### config.mk
export PLATFORM = sky130hd
export DESIGN_NAME = d5m_frame_gen
export DESIGN_NICKNAME = d
export VERILOG_FILES = /design/src/rtl/d5m_frame_gen.sv
export SDC_FILE = /design/constraint.sdc
export NUM_CORES = 1
export LEC_CHECK = 0
export CORE_MARGIN = 2
export CORE_UTILIZATION = 45
export CTS_BUF_LIST = sky130_fd_sc_hd__clkbuf_16
export CTS_CLUSTER_SIZE = 28
export DETAILED_ROUTE_END_ITERATION = 8
export GPL_TIMING_DRIVEN = 0
export PLACE_DENSITY = 0.7
export SLEW_MARGIN = 25
export SYNTH_ARGS = -nofsm -noshare
export SYNTH_HDL_FRONTEND = slang
export SYNTH_SLANG_ARGS = --single-unit
### constraint.sdc
create_clock -name pixclk -period 3.7 [get_ports pixclk]
set_input_delay 0.74 -clock pixclk [delete_from_list [all_inputs] [get_ports pixclk]]
set_output_delay 0.74 -clock pixclk [all_outputs]
set_load 0.01 [all_outputs]
### src/rtl/d5m_frame_gen.sv
// d5m_frame_gen: D5M-style frame/line timing generator with selectable test patterns.
// Ports: pixclk / ARESETN   sole clock, asynchronous active-low reset
//        enable             run request, sampled only in IDLE and at VBLANK exit
//        pattern_sel        test pattern, latched on entry to FRONT
//        ifval/ilval/idata  frame valid, line valid, pixel data (all registered)
//        xCord/yCord        current pixel column/row, 0 outside active lines
//        endOfFrame         one-cycle pulse in the first VBLANK cycle
//        frame_cnt          completed frames, wraps at 0xFFFF
//        busy               high whenever not IDLE
module d5m_frame_gen #(
    parameter int DATA_WIDTH  = 12,
    parameter int IMG_WIDTH   = 64,
    parameter int IMG_HEIGHT  = 32,
    parameter int FRONT_PORCH = 8,
    parameter int H_BLANK     = 16,
    parameter int BACK_PORCH  = 8,
    parameter int V_BLANK     = 64
) (
    input  logic                  pixclk,
    input  logic                  ARESETN,
    input  logic                  enable,
    input  logic [1:0]            pattern_sel,
    output logic                  ifval,
    output logic                  ilval,
    output logic [DATA_WIDTH-1:0] idata,
    output logic [15:0]           xCord,
    output logic [15:0]           yCord,
    output logic                  endOfFrame,
    output logic [15:0]           frame_cnt,
    output logic                  busy
);
    localparam int M1 = FRONT_PORCH > H_BLANK ? FRONT_PORCH : H_BLANK;
    localparam int M2 = BACK_PORCH > V_BLANK ? BACK_PORCH : V_BLANK;
    localparam int MP = M1 > M2 ? M1 : M2;
    localparam int CW = MP > 1 ? $clog2(MP) : 1;
    localparam logic [15:0] XL = 16'(IMG_WIDTH - 1);
    localparam logic [15:0] YL = 16'(IMG_HEIGHT - 1);

    typedef enum logic [2:0] {IDLE, FRONT, LINE, HBLANK, BACK, VBLANK} state_t;

    state_t                state_q, state_d;
    logic [CW-1:0]         cnt_q, cnt_d;
    logic [15:0]           x_q, x_d, y_q, y_d, ycord_q, ycord_d, frame_cnt_q, frame_cnt_d;
    logic [1:0]            pat_q, pat_d;
    logic                  ifval_q, ifval_d, ilval_q, ilval_d, eof_q, eof_d, busy_q, busy_d;
    logic [DATA_WIDTH-1:0] idata_q, idata_d, pix;
    logic [11:0]           bayer;
    logic                  adv, start;
    int                    lin;

    function automatic logic is_last(input logic [CW-1:0] c, input int len);
        return int'(c) == len - 1;
    endfunction

    always_comb begin
        adv     = 1'b0;
        state_d = state_q;
        case (state_q)
            IDLE:    if (enable) begin adv = 1'b1; state_d = FRONT; end
            FRONT:   if (is_last(cnt_q, FRONT_PORCH)) begin adv = 1'b1; state_d = LINE; end
            LINE:    if (x_q == XL) begin adv = 1'b1; state_d = (y_q == YL) ? BACK : HBLANK; end
            HBLANK:  if (is_last(cnt_q, H_BLANK)) begin adv = 1'b1; state_d = LINE; end
            BACK:    if (is_last(cnt_q, BACK_PORCH)) begin adv = 1'b1; state_d = VBLANK; end
            VBLANK:  if (is_last(cnt_q, V_BLANK)) begin adv = 1'b1; state_d = enable ? FRONT : IDLE; end
            default: begin adv = 1'b1; state_d = IDLE; end
        endcase
        // Zero-length phases are resolved in chain order so the skip costs no cycle.
        if (adv && state_d == HBLANK && H_BLANK == 0) state_d = LINE;
        if (adv && state_d == BACK && BACK_PORCH == 0) state_d = VBLANK;
        eof_d = adv && state_d == VBLANK;
        if (eof_d && V_BLANK == 0) state_d = enable ? FRONT : IDLE;
        start = adv && state_d == FRONT;
        if (start && FRONT_PORCH == 0) state_d = LINE;
        cnt_d       = adv ? '0 : cnt_q + CW'(1);
        x_d         = (state_q == LINE && state_d == LINE && !adv) ? x_q + 16'd1 : 16'd0;
        y_d         = start ? 16'd0 : (state_q == LINE && adv && y_q != YL) ? y_q + 16'd1 : y_q;
        pat_d       = start ? pattern_sel : pat_q;
        frame_cnt_d = frame_cnt_q + 16'(eof_d);
        bayer       = {y_d[0], x_d[0]} == 2'b01 ? 12'hF00 : {y_d[0], x_d[0]} == 2'b10 ? 12'h0F0 : 12'h800;
        lin         = int'(y_d) * IMG_WIDTH + int'(x_d);
        pix         = pat_d == 2'd0 ? DATA_WIDTH'(x_d) : pat_d == 2'd1 ? DATA_WIDTH'(bayer) :
                      pat_d == 2'd2 ? DATA_WIDTH'(lin) : DATA_WIDTH'(frame_cnt_q);
        ilval_d     = state_d == LINE;
        ifval_d     = state_d != IDLE && state_d != VBLANK;
        busy_d      = state_d != IDLE;
        idata_d     = ilval_d ? pix : '0;
        ycord_d     = ilval_d ? y_d : 16'd0;
    end

    always_ff @(posedge pixclk or negedge ARESETN) begin
        if (!ARESETN) begin
            state_q     <= IDLE;
            cnt_q       <= '0;
            x_q         <= '0;
            y_q         <= '0;
            ycord_q     <= '0;
            pat_q       <= '0;
            frame_cnt_q <= '0;
            ifval_q     <= 1'b0;
            ilval_q     <= 1'b0;
            eof_q       <= 1'b0;
            busy_q      <= 1'b0;
            idata_q     <= '0;
        end else begin
            state_q     <= state_d;
            cnt_q       <= cnt_d;
            x_q         <= x_d;
            y_q         <= y_d;
            ycord_q     <= ycord_d;
            pat_q       <= pat_d;
            frame_cnt_q <= frame_cnt_d;
            ifval_q     <= ifval_d;
            ilval_q     <= ilval_d;
            eof_q       <= eof_d;
            busy_q      <= busy_d;
            idata_q     <= idata_d;
        end
    end

    assign ifval      = ifval_q;
    assign ilval      = ilval_q;
    assign idata      = idata_q;
    assign xCord      = x_q;
    assign yCord      = ycord_q;
    assign endOfFrame = eof_q;
    assign frame_cnt  = frame_cnt_q;
    assign busy       = busy_q;
endmodule

## After elaboration in Yosys (flattened, before gate mapping)

Index checks and enable logic that the tools add are counted.

- Magnitude comparators: 0
- Shift operators: 0
- Muxes and demuxes: 27
- Bitwise operators: 0
- Div/mod/pow operators: 0
- Add/sub/neg operators: 5
- Reductions and logical operators: 12
- Eq/ne operators: 19
- Multiply operators: 0

Operators with widths:

| kind | number |
|---|---|
| 12-bit 2-to-1 mux | 6 |
| 16-bit 2-to-1 mux | 4 |
| 16-bit by 1-bit adder with 16-bit output, second input constant | 2 |
| 3-bit 2-to-1 mux | 7 |
| 3-bit case mux with 6 select lines | 1 |
| 16-bit by 1-bit adder with 16-bit output | 1 |
| 16-bit by 5-bit == test with 1-bit output, second input constant | 1 |
| 16-bit by 6-bit == test with 1-bit output, second input constant | 1 |
| 16-bit by 5-bit != test with 1-bit output, second input constant | 1 |
| 12-bit adder | 1 |
| 3-bit by 2-bit == test with 1-bit output, second input constant | 3 |
| 3-bit == test, second input constant | 3 |
| 1-bit logical AND | 7 |
| 6-bit by 1-bit adder with 6-bit output, second input constant | 1 |
| 3-bit by 1-bit == test with 1-bit output, second input constant | 2 |
| 6-bit by 1-bit == test with 1-bit output, second input constant | 1 |
| 6-bit by 4-bit == test with 1-bit output, second input constant | 1 |
| 6-bit by 5-bit == test with 1-bit output, second input constant | 1 |
| 1-bit 2-to-1 mux | 6 |
| 6-bit 2-to-1 mux | 1 |
| 1-bit case mux with 5 select lines | 1 |
| 2-bit by 1-bit == test with 1-bit output, second input constant | 2 |
| 2-bit == test, second input constant | 2 |
| 3-bit zero test | 1 |
| 6 further kinds | 6 |

- ROM bits: 0
- Bits in registers: 91
- Bits in latches: 0
- Memories kept: 0
- Bits in writable memories: 0

## Depth between registers and ports, before layout

- Depth in word-level cells: 14
- Gate-level depth with buffers: 19

## Worst setup path after synthesis

No wires, ideal clock.

- Path kind: reg-to-reg
- Start: register y_q[11]
- End: register idata_q[11], in the netlist idata[11]
- Setup time: 0.130 ns
- Required time: 3.570 ns
- Arrival: 4.009 ns
- Cell stages (with the launch flop): 16
- Path slack: -0.439 ns
- Path buffers: 2
- Cell sequence: dfrtp_1 -> or4b_1 -> or4_4 -> nor4_2 -> o21a_1 -> and3_1 -> buf_6 -> clkbuf_1 -> nor2_1 -> ha_1 -> and3_1 -> a32o_1 -> o31ai_1 -> a21boi_0 -> nor4_1 -> nor3_1

- Elaborated cells on any way between the ends: 27

RTL lines:

| element | RTL line | text |
|---|---|---|
| start: declaration | 43 | `logic [15:0] x_q, x_d, y_q, y_d, ycord_q, ycord_d, frame_cnt_q, frame_cnt_d;` |
| start signal: assignment | 108 | `y_q <= y_d;` |
| 16-bit by 5-bit == test with 1-bit output | 61 | `LINE: if (x_q == XL) begin adv = 1'b1; state_d = (y_q == YL) ? BACK : HBLANK; end` |
| 3-bit 2-to-1 mux (2 in a row) | 61 |  |
| 3-bit case mux with 6 select lines | 58 | `case (state_q)` |
| 3-bit by 1-bit == test with 1-bit output | 72 | `start = adv && state_d == FRONT;` |
| 1-bit logical AND | 72 |  |
| 16-bit 2-to-1 mux * | 76 | `y_d = start ? 16'd0 : (state_q == LINE && adv && y_q != YL) ? y_q + 16'd1 : y_q;` |
| named net y_d[3] | 43 |  |
| 12-bit adder * | 80 | `lin = int'(y_d) * IMG_WIDTH + int'(x_d);` |
| 12-bit 2-to-1 mux * | 82 | `pat_d == 2'd2 ? DATA_WIDTH'(lin) : DATA_WIDTH'(frame_cnt_q);` |
| 12-bit 2-to-1 mux * (2 in a row) | 81 | `pix = pat_d == 2'd0 ? DATA_WIDTH'(x_d) : pat_d == 2'd1 ? DATA_WIDTH'(bayer) :` |
| 12-bit 2-to-1 mux * | 86 | `idata_d = ilval_d ? pix : '0;` |
| named net idata_d[11] | 46 | `logic [DATA_WIDTH-1:0] idata_q, idata_d, pix;` |
| end signal: assignment | 116 | `idata_q <= idata_d;` |
| end: declaration | 46 |  |

The timed path passes the listed nets; every way through them passes the cells marked *.

## Worst setup path after layout

- Start: register y_q[13]
- End: register idata_q[11], in the netlist idata[11]

- Elaborated cells on any way between the ends: 27

RTL lines:

| element | RTL line | text |
|---|---|---|
| 16-bit by 5-bit == test with 1-bit output | 61 |  |
| 3-bit 2-to-1 mux (2 in a row) | 61 |  |
| 3-bit case mux with 6 select lines | 58 |  |
| named net state_d[0] | 41 | `state_t state_q, state_d;` |
| 3-bit by 1-bit == test with 1-bit output | 72 |  |
| 1-bit logical AND | 72 |  |
| 16-bit 2-to-1 mux | 76 |  |
| named net y_d[1] | 43 |  |
| 12-bit adder | 80 |  |
| 12-bit 2-to-1 mux | 82 |  |
| 12-bit 2-to-1 mux (2 in a row) | 81 |  |
| 12-bit 2-to-1 mux | 86 |  |
| named net idata_d[11] | 46 |  |

The timed path passes the listed nets, and every way through them passes these cells.

==> flow_metrics.env <==
export IMPL_grt_remaining_overflow=0
export IMPL_grtUsageTotal_pct=21.21
export IMPL_number_of_endpoints_with_negative_hold_slack_in_the_final_report=0
export IMPL_core_area_um2=9284
export IMPL_crit_arrival_ns=4.20
export IMPL_worstMarginPinSlew_ns=0.7838
export IMPL_total_routed_length_um=10280
export IMPL_die_w_um=102.1
export IMPL_register_area_um2=2278
export IMPL_largest_driver_fanout_on_the_critical_path=5
export IMPL_postSynth_topFlopCell="dfrtp_1"
export IMPL_synth_warnings=0
export IMPL_start_util_pct=46.68
export IMPL_ios=69
export IMPL_clock_path_buffers=2
export IMPL_yosysUniqueCellTypes=58
export IMPL_sequentialPowerShare_pct=40.4
export IMPL_syn_area_per_cell_um2=10.13
export IMPL_power_share_combinational_pct=33.6
export IMPL_post_dp_hpwl_um=7255
export IMPL_power_switching_mw=1.206
export IMPL_nets=535
export IMPL_setup_clock_skew_after_layout_ns=0.009195
export IMPL_cap_violations=0
export IMPL_tritoncts_num_buffers=9
export IMPL_rsz0062_at_grt="yes"
export IMPL_cts_stage_hold_buffer_count=0
export IMPL_diodes=0
export IMPL_hp_class="input pin to asynchronous set/reset pin"
export IMPL_timing_critical_path_required_ns=3.92
export IMPL_total_vias_in_the_final_route=3546
export IMPL_worst_setup_path_start_kind="register"
export IMPL_tritoncts="done"
export IMPL_total_power_mw=3.317
export IMPL_final_max_slew_viol_count=0
export IMPL_p_per_area_nw_per_um2=577.0
export IMPL_clock_power_share_pct=26.0
export IMPL_detailedRoute_firstIterationViolations=182
export IMPL_clk_sinks=91
export IMPL_finalSetupViolCount=3
export IMPL_crit_type="register to register"
export IMPL_syn2layout_area_growth_pct=32.62
export IMPL_detail_route_wl_per_cell_um=15.74
export IMPL_setup_worst_path_end_class="register"
export IMPL_grt_start_max_net_pins=53
export IMPL_numPortBuffers=68
export IMPL_clock_tree_root_cell="clkbuf_16"
export IMPL_place_inst=626
export IMPL_finalWeightedCongestion=0.9648
export IMPL_final_cells=653
export IMPL_netlist_instances=428
export IMPL_multiInputGateArea_um2=2097
export IMPL_p_leak_nw=2.444
export IMPL_vias_per_cell=5.430
export IMPL_synthArstFlopShare_pct=100.0
export IMPL_global_route_wire_length_before_repair_um=17070
export IMPL_drt_drc_violations_left=0
export IMPL_rows=35
export IMPL_internal_power_mw=2.111
export IMPL_final_hold_worst_slack_ns=0.2938
export IMPL_outcome="finished with violations"
export IMPL_syn_cell_area_um2=4334
export IMPL_design_die_area_um2=10430
export IMPL_drt_pass1_iter_count=4
export IMPL_antenna_violations_before_repair=0
export IMPL_timing_max_slew_rel_slack_pct=47.26
export IMPL_violations="negative setup slack"
export IMPL_ff2ff_path_depth=14
export IMPL_switching_share_pct=36.36
export IMPL_yosysSeqAreaShare_pct=52.54
export IMPL_synth_fp_nets=444
export IMPL_vdd_ir_drop_max_mv=0.2607
export IMPL_die_h_um=102.1
export IMPL_ant_nets=0
export IMPL_synth_edf_count=0
export IMPL_final_setup_worst_slack_ns=-0.2742
export IMPL_drive_above_1_share_pct=13.55
export IMPL_path_clk_slew_ns=0.07
export IMPL_postSynthRegisterBits=91
export IMPL_period_needed_ns=3.974
export IMPL_final_fill_count=820
export IMPL_htree_depth=3
export IMPL_grt_pass1_vias=3497
export IMPL_pre_cts_setup_slack_ns=-0.6523
export IMPL_fmax_mhz=251.6
export IMPL_worstSkewPairLatency_ns=0.34
export IMPL_fin_crit_sh_pct=107.4
## through the flow
step | cell area (um^2) | setup TNS, ns | utilization (%)
6_report | 5748 | -0.4244 | 61.91
5_1_grt | 5748 | -0.7994 | 61.91
4_1_cts | 5707 | -0.2538 | 61.47
3_5_place_dp | 5281 | -1.665 | 56.89
3_3_place_gp | 5253 | -121.28 | 56.58
2_1_floorplan | 4410 | -0.3618 | -
## power groups by stage
stage / clock (mW) / sequential, mW / combinational (mW)
after CTS: 0.882 / 1.34 / 1.08
after global placement: 0 / 1.34 / 0.971
final: 0.863 / 1.34 / 1.11
after floorplan: 0 / 1.33 / 0.701
after global routing: 0.925 / 1.36 / 1.23
after detailed placement: 0 / 1.35 / 0.998
## worst max-delay path: stages (launching register included)
cell and delay [ns]:
dfrtp_1 0.41, or4b_4 0.55, or4_4 0.59, and3_4 0.21, o21bai_4 0.18, and3_4 0.24
or2_4 0.27, inv_4 0.06, ha_4 0.19, and3_4 0.16, a32o_2 0.27, o31ai_2 0.23
nor3b_2 0.26, o211a_1 0.20, nor3_2 0.04
## final timing paths
| kind | end | startpoint | slack (ns) |
|---|---|---|---|
| max | idata[11] | y_q[13] | -0.27 |
| min | frame_cnt[15] | ARESETN | 0.29 |
| max reg2reg | idata[11] | y_q[13] | -0.27 |
| min reg2reg | cnt_q[0] | cnt_q[0] | 0.47 |
| max in group asynchronous | y_q[2] | ARESETN | 2.81 |
| min in group pixclk | cnt_q[0] | cnt_q[0] | 0.47 |
## synthesized netlist by cell type (3+ instances only)
cell type  number  area share [%]
a21oi_1        13             1.5
a31oi_1         6            0.87
and3_1         13             1.9
and4_1          3            0.61
buf_2           3            0.35
clkbuf_1        8            0.69
dfrtp_1        91              53
ha_1           10             2.9
inv_1          12             1.0
nand2_1        32             2.8
nand3_1        20             2.3
nand4_1         8             1.2
nor2_1         68             5.9
nor3_1         17             2.0
nor4_1          8             1.2
o21a_1          4            0.69
o21ai_0         9             1.0
o22ai_1         3            0.43
or3_1           7             1.0
xnor2_1        23             4.6
xor2_1         23             4.6
## what timing repair did
| action | CTS | global route |
|---|---|---|
| setup endpoints to repair | 4 | 5 |
| pin swaps | 20 | 7 |
| setup buffers | 11 | 3 |
| gates resized for setup | 20 | 4 |
## cell families (layout without fill, tap and decap cells)
family          after synthesis  count (layout)  share of synthesized area (%)
mux                           3               3                         0.9815
simple gates                192             192                          21.74
fa+ha+maj                    11              11                          3.349
flops                        91              91                          52.54
xor+xnor                     46              46                          9.295
buf+inv                      26             122                          2.511
compound gates               59              59                          9.585
## metal layers
metal / share of wire (%) / track usage [%] / wire length [um]
met2: 48 / 34.56 / 4974
met1: 44 / 28.04 / 4558
met3: 4.7 / 3.967 / 485
met5: 0 / 0 / 0
met4: 2.5 / 8.821 / 257
## cells in the final DEF, fill, tap and decap left out, types with 3 or more instances in the layout
master	instances
or3_1	7
nor4_2	3
dfrtp_1	90
nor4_1	6
o21a_1	3
inv_2	3
and3_1	10
inv_1	11
nand2_1	32
a31oi_1	6
xnor2_1	21
o22ai_1	3
and3_4	3
xor2_1	23
nor3_1	16
nand4_1	8
buf_4	13
a21oi_1	13
clkbuf_16	10
ha_1	7
ha_4	3
o21ai_0	9
and4_1	3
clkbuf_1	4
nor2_1	66
clkdlybuf4s50_1	67
nand3_1	20
## state kept, by name, summed over array words and instances (netlist names)
| signal | count |
|---|---|
| xCord | 16 |
| yCord | 16 |
| ilval | 1 |
| y_q | 16 |
| cnt_q | 6 |
| frame_cnt | 16 |
| busy | 1 |
| endOfFrame | 1 |
| idata | 12 |
| state_q | 3 |
| pat_q | 2 |
| ifval | 1 |
## layout make-up
| type | instances | area share, % |
|---|---|---|
| sequential | 91 | 39.64 |
| multi-input combinational | 311 | 36.48 |
| tap | 129 | 2.808 |
| timing repair buffer | 83 | 14.24 |
| inverter | 14 | 0.9578 |
| clock inverter | 7 | 0.9142 |
| buffer | 9 | 1.045 |
| clock buffer | 9 | 3.918 |
Power figures use the tool's default switching activity.
